--- config.mk ---
export PLATFORM = sky130hd
export DESIGN_NAME = controlador_media_ula
export DESIGN_NICKNAME = d
export VERILOG_FILES = /design/src/rtl/zoom_pkg.sv /design/src/rtl/controlador_media_ula.sv
export SDC_FILE = /design/constraint.sdc
export NUM_CORES = 1
export LEC_CHECK = 0
export BUFFER_PORTS_ARGS = -buffer_cell sky130_fd_sc_hd__buf_4
export CORE_MARGIN = 2
export CORE_UTILIZATION = 55
export CTS_BUF_LIST = sky130_fd_sc_hd__clkbuf_4 sky130_fd_sc_hd__clkbuf_8
export DETAILED_ROUTE_END_ITERATION = 6
export GPL_ROUTABILITY_DRIVEN = 1
export GPL_TIMING_DRIVEN = 0
export PLACE_DENSITY = 0.82
export SLEW_MARGIN = 20
export SYNTH_ARGS = -nofsm -noshare
export SYNTH_HDL_FRONTEND = slang
export SYNTH_SLANG_ARGS = --single-unit
--- constraint.sdc ---
create_clock -name clk -period 2.1 [get_ports clk]
set_clock_uncertainty 0.15 [all_clocks]
set_input_delay 0 -clock clk [delete_from_list [all_inputs] [get_ports clk]]
set_output_delay 0 -clock clk [all_outputs]
set_load 0.01 [all_outputs]
--- src/rtl/zoom_pkg.sv ---
// Shared definitions for the zoom pipeline: ULA op-codes, sequencer states
// and the default pixel width.
package zoom_pkg;

   localparam int W_DEF = 8;

   localparam logic [1:0] OP_SOMA = 2'b00;
   localparam logic [1:0] OP_SUB  = 2'b01;
   localparam logic [1:0] OP_MUL  = 2'b10;
   localparam logic [1:0] OP_DIV  = 2'b11;

   // DIV and ACC are indexed by a separate pixel counter k.
   typedef enum logic [1:0] {
      IDLE = 2'b00,
      DIV  = 2'b01,
      ACC  = 2'b10,
      DONE = 2'b11
   } estado_t;

endpackage

--- src/rtl/controlador_media_ula.sv ---
// Sequences the external 8-bit ULA over one N-pixel window to produce either
// the block average sum(floor(p_k/N)) or the nearest-neighbour pixel p0.
module controlador_media_ula
   import zoom_pkg::*;
#(
   parameter int W = W_DEF,
   parameter int N = 4
) (
   input  logic           clk,
   input  logic           rst_n,
   input  logic           in_valid,
   output logic           in_ready,
   input  logic [W*N-1:0] pix_in,
   input  logic           modo,
   output logic [W-1:0]   ula_A,
   output logic [W-1:0]   ula_B,
   output logic [1:0]     ula_op,
   input  logic [W-1:0]   ula_R,
   output logic           out_valid,
   input  logic           out_ready,
   output logic [W-1:0]   out_pix
);

   localparam int            KW     = (N > 1) ? $clog2(N) : 1;
   localparam logic [KW-1:0] K_LAST = KW'(N - 1);
   localparam logic [W-1:0]  N_W    = W'(N);

   estado_t          estado, estado_nx;
   logic [KW-1:0]    k;
   logic [W*N-1:0]   janela;
   logic [W-1:0]     acc;
   logic [W-1:0]     q;

   // NOTE: state is updated with non-blocking assignments so every register
   // in this module sees the same pre-edge values.
   always_ff @(posedge clk or negedge rst_n) begin
      if (!rst_n) estado <= IDLE;
      else        estado <= estado_nx;
   end

   // ULA drive depends on registered state only; R never feeds back into A/B/op.
   always_comb begin
      // NOTE: every output gets a default first so no path infers a latch.
      estado_nx = estado;
      in_ready  = 1'b0;
      out_valid = 1'b0;
      ula_A     = '0;
      ula_B     = W'(1);
      ula_op    = OP_SOMA;
      case (estado)
         IDLE: begin
            in_ready = 1'b1;
            if (in_valid) estado_nx = modo ? DONE : DIV;
         end
         DIV: begin
            ula_A     = janela[k*W +: W];
            ula_B     = N_W;
            ula_op    = OP_DIV;
            estado_nx = ACC;
         end
         ACC: begin
            ula_A     = (k == '0) ? '0 : acc;
            ula_B     = q;
            ula_op    = OP_SOMA;
            estado_nx = (k == K_LAST) ? DONE : DIV;
         end
         DONE: begin
            out_valid = 1'b1;
            if (out_ready) estado_nx = IDLE;
         end
         default: estado_nx = IDLE;
      endcase
   end

   // NOTE: the window and arithmetic registers are reset too, so an aborted
   // sequence leaves nothing stale behind for the next window.
   always_ff @(posedge clk or negedge rst_n) begin
      if (!rst_n) begin
         k       <= '0;
         janela  <= '0;
         acc     <= '0;
         q       <= '0;
         out_pix <= '0;
      end else begin
         case (estado)
            IDLE: begin
               if (in_valid) begin
                  janela <= pix_in;
                  k      <= '0;
                  if (modo) out_pix <= pix_in[W-1:0];
               end
            end
            DIV: q <= ula_R;
            ACC: begin
               acc <= ula_R;
               if (k == K_LAST) out_pix <= ula_R;
               else             k       <= k + 1'b1;
            end
            default: ;
         endcase
      end
   end

endmodule

# Yosys cells after proc, flatten, opt, wreduce, memory -nomap -nowiden
# Cells that the tools add are included.
# totals
ff_bits	60
latchBits	0
mem_bits_rw	0
mem_bits_ro	0
inputBits	45
out_inout_bits	28
word_cells	42
memories	0
# classes
n_addsub	1
mul	0
n_div	0
n_lt_le_gt_ge	0
n_eq_ne	9
n_shift	1
mux	18
bitwise_logic	0
reduce_logical	7
# op_table
op	count
$pmux W8 S2	3
$mux W8	4
$shiftx A32 B6 Y8	1
$mux W2	7
$ne A2 B2 Y1 const B	5
$pmux W2 S4	1
$eq A2 B2 Y1 const B	3
$logic_not A2 Y1	2
$pmux W2 S2	1
$reduce_and A2 Y1	2
$reduce_and A4 Y1	1
$reduce_and A3 Y1	1
$add A2 B1 Y2 const B	1
$eq A2 B1 Y1 const B	1
$mux W1	2
$reduce_bool A2 Y1	1

# Longest topological paths before layout
# logic_depth
ltp_word	3
ltp_mapped	8
depth_no_buf	5

# Least setup slack after synthesis
# Ideal clock, no wire load.
# synth_path
kind	flip-flop to flip-flop
from	reg estado[0]
to	reg out_pix[0]
setup_time_ps	125
arrival_ps	1504
required_ps	1825
path_slack_ps	322
stages_incl_launch_ff	7
path_buffers	1
synth_period_minus_slack_ps	1778
path_cell_list	dfrtp_1 > inv_1 > ha_1 > buf_6 > mux2i_1 > a21oi_4 > mux2_2
# synth_via
elab_chain_len	3
elab_cells_between_ends	8
cone_classes	eq/ne (4); mux (1); reduce/logical (3)
# synth_rtl
element	line	rtl
from (decl)	controlador_media_ula.sv:28	estado_t estado, estado_nx;
from (signal assigned)	controlador_media_ula.sv:38	else estado <= estado_nx;
$eq A2 B2 Y1 / $logic_not A2 Y1 (equally long branches)	controlador_media_ula.sv:85	case (estado)
$ne A2 B2 Y1 (no line) / $reduce_bool A2 Y1 (equally long branches)	n/a	
$reduce_and A4 Y1 (no line)	n/a	
to (signal assigned)	controlador_media_ula.sv:90	if (modo) out_pix <= pix_in[W-1:0];
to (signal assigned)	controlador_media_ula.sv:96	if (k == K_LAST) out_pix <= ula_R;
to (decl)	controlador_media_ula.sv:21	output logic [W-1:0] out_pix
# Several ways; a longest one is shown, not always the timed one.
# A chain may end at the register's enable or synchronous reset.

# Worst setup path in the final report
# layout_path
from	reg estado[0]
to	out ula_A[6]
# layout_via
elab_chain_len	2
elab_cells_between_ends	3
cone_classes	eq/ne (2); mux (1)
# layout_rtl
element	line	rtl
$eq A2 B2 Y1 / $eq A2 B1 Y1 (equally long branches)	controlador_media_ula.sv:50	case (estado)
$pmux W8 S2 (*)	controlador_media_ula.sv:50	
to (decl)	controlador_media_ula.sv:15	output logic [W-1:0] ula_A,
# Every way passes the cells marked *; elsewhere a longest branch is shown, timed or not.

==> qor.yml <==
syn_area_um2: 2870
root_buffer: "clkbuf_8"
nNetsFinal: 424
grt_overflow: 0
intPower_w: 0.00390
worst_r2r_endpoint: "out_pix[6]"
grt_util_all_layers_pct: 25.8
yosysTopAreaCellShare_pct: 52.4
hold_violations: 0
cpPeakStageDelay_ns: 0.45
rr_worst_depth: 6
min_to: "estado[1]"
wl_mm: 6.95
coreArea_um2: 5070
endpoint_kind: "output port"
crit_required_ns: 1.95
holdWs_ns: 0.0309
hpwl_mm: 4.57
power.density_nw_per_um2: 1420
fin_ws_ns: 0.0752
fin_crit_ns: 2.02
synth_top_area_cell: "dfrtp_1"
tightestPinTransition_ns: 0.745
combPwrFrac_pct: 47.2
netlist_instances: 246
crit_path_top_delay_cell: "dfrtp_2"
rsz0062_at_grt: "false"
first_pass_iters: 4
finalSetupViolations: 0
route.detailed.drc: 0
startpoint_type: "register"
p_sw_w: 0.00204
r2r-start: "estado[0]"
maxSlewViolCount: 0
ant_nets: 0
gp_congestion: 0.837
sequentialPowerShare_pct: 35.3
cts.path.max_buffers: 2
grt_pass1_vias: 2524
cts_num_sinks: 60
clock_latency_ns: 0.33
drtIter0Drc: 98
p_leak_nw: 1.96
synth.distinct_cells: 30
die_w_um: 76.2
max-cap-violations: 0
syn_nets: 297
tns_ns: 0
fmax_ghz: 0.494
routed_via_density: 5.18
ys_warn_count: 0
pre_cts_slack_ns: -0.0844
fin_crit_sh_pct: 96.4
die_h_um: 76.2
vias: 2322
die-area_um2: 5800
synth_area_leaders: "dfrtp_1, mux2_2, o21ai_0"
wire_per_inst_um: 15.5
reg2reg_slack_ns: 0.20
outcome: "completed"
path_max_fanout: 8
yosysSeqAreaShare_pct: 52.4
layout-drive-gt1-share_pct: 40.7
path_cells: "inv_2 -> ha_4 -> and3b_2 -> a2bb2oi_1 -> o21ai_1 -> buf_4"
cts_tree: "built"
syn2layout_area_growth_pct: 46.1
clk_pin_slew_ns: 0.06
max_slew_margin_pct: 50.3
pin_count: 73
grt_pass1_wl_mm: 11.7
synth-seq-cells: 60
min_path_cells: 4
crit_type: "register to output port"
cts_buffers: 9
grt_max_degree: 61
worstHoldPathType: "primary input to register"
htreeDepth: 3
antenna_found_initial: 0
antenna_cells: 0
ir_drop_mv: 0.918
pwr-share-clk_pct: 17.6
portBuffers: 72
arrival_ns: 1.87
min-delay-start: "modo"
swShare_pct: 34.3
fp-row-count: 26
avgSynthCellArea_um2: 11.7
start_util_pct: 56.5
[state kept, by name (all words and copies together), names as in the netlist]
signal and flops:
janela 32, q 8, out_pix 8, estado 2
acc 8, k 2
[repair_timing]
item	in CTS	in global routing
setup buffers	1	2
endpoints found under the setup margin	10	14
hold buffers	43	0
endpoints found under the hold margin	119	0
pin swaps	0	1
resized for setup	8	9
[final cells by class]
| cell class | count | area (µm²) |
|---|---|---|
| inverter | 20 | 75.1 |
| tap | 70 | 87.6 |
| sequential | 60 | 1500 |
| fill | 305 | 887 |
| clock inverter | 5 | 50.0 |
| clock buffer | 11 | 151 |
| multi-input combinational | 152 | 1240 |
| buffer | 12 | 87.6 |
| timing repair buffer | 118 | 993 |
[cells by family (layout without fill, tap and decap cells)]
logic type                 count (synthesis)  count (layout)  synth area share (%)
AOI/OAI and AO/OA                         50              50                  10.8
adders and majority gates                  6               6                  2.62
buffers and inverters                     34             166                  5.54
DFF                                       60              60                  52.4
muxes                                     57              57                  21.6
and+or+nand+nor                           39              39                  6.98
[metal layers]
metal,GRT usage (%),share of wire [%],vias up
li1,-,-,1104
met1,32.6,42,1140
met2,44.6,52,70
met3,6.16,4.7,8
met4,7.45,1.1,0
met5,0,0,-
[worst max-delay path by stage]
stage | startpoint | to | slack (ns) | cells past startpoint
after floorplan | estado[0] | out_pix[0] | 0.32 | 6
after global placement | k[0] | ula_A[5] | 0.006 | 9
after detailed placement | k[0] | ula_A[5] | -0.08 | 9
after CTS | estado[0] | ula_A[6] | 0.004 | 6
after global routing | estado[0] | ula_B[2] | 0.008 | 7
final | estado[0] | ula_A[6] | 0.08 | 6
[worst max-delay path, delay by kind of cell, from the launching register on]
| family | cells | cell delay, ns |
|---|---|---|
| flip-flops | 1 | 0.45 |
| adder cells (fa/ha/maj) | 1 | 0.22 |
| buffers and inverters | 2 | 0.26 |
| AND/OR/NAND/NOR | 1 | 0.28 |
| AO/OA/AOI/OAI | 2 | 0.34 |
[metrics by stage]
stage | cells | utilization [%] | cell area, µm² | power [W]
finish | 448 | 82.5 | 4190 | 0.00595
detailed placement | 388 | 68.9 | 3490 | 0.00469
global placement | 388 | 68.9 | 3490 | 0.00457
CTS | 446 | 81.6 | 4140 | 0.00585
global route | 448 | 82.5 | 4190 | 0.00636
floorplan | 246 | - | 2870 | 0.00378
[power groups by stage]
| stage | combinational (W) | sequential (W) | clock, W |
|---|---|---|---|
| 2_1_floorplan | 0.00175 | 0.00203 | 0 |
| 3_3_place_gp | 0.00251 | 0.00206 | 0 |
| 3_5_place_dp | 0.00260 | 0.00209 | 0 |
| 4_1_cts | 0.00271 | 0.00208 | 0.00106 |
| 5_1_grt | 0.00308 | 0.00216 | 0.00111 |
| 6_report | 0.00281 | 0.00210 | 0.00104 |
[cells in the mapped netlist]
library cell  number
a21oi_4            1
inv_1             20
nand2b_1           1
dfrtp_1           60
and2b_2            1
nor2_1             1
o21ai_0           35
mux2i_1           17
nor2b_4            1
nand2_1           22
mux2_2            40
a211oi_1           1
nand3_1            1
buf_2              4
nand3b_1           1
buf_4              3
clkbuf_1           5
a21oi_1            1
o21bai_1           1
or4_1              1
buf_6              2
and3b_1            1
a22o_1             2
ha_1               6
or2_2              1
o32a_2             1
nor2b_1            2
o221ai_1           1
and2_1             6
a2bb2oi_1          7
[cells in the final DEF (no fill, tap or decap), types with 2 or more instances in the layout]
cell and instances:
and2_1 6, inv_2 2, mux2_2 40, dfrtp_1 59, clkbuf_8 11, clkinv_2 4
mux2i_1 17, buf_6 2, clkbuf_1 2, nand2_1 22, ha_1 3, o21ai_1 2
buf_2 4, ha_4 2, a22o_1 2, inv_1 18, clkbuf_2 2, dlygate4sd3_1 43
buf_4 76, nor2b_1 2, o21ai_0 33, a2bb2oi_1 7
Power figures use the tool's default switching activity.
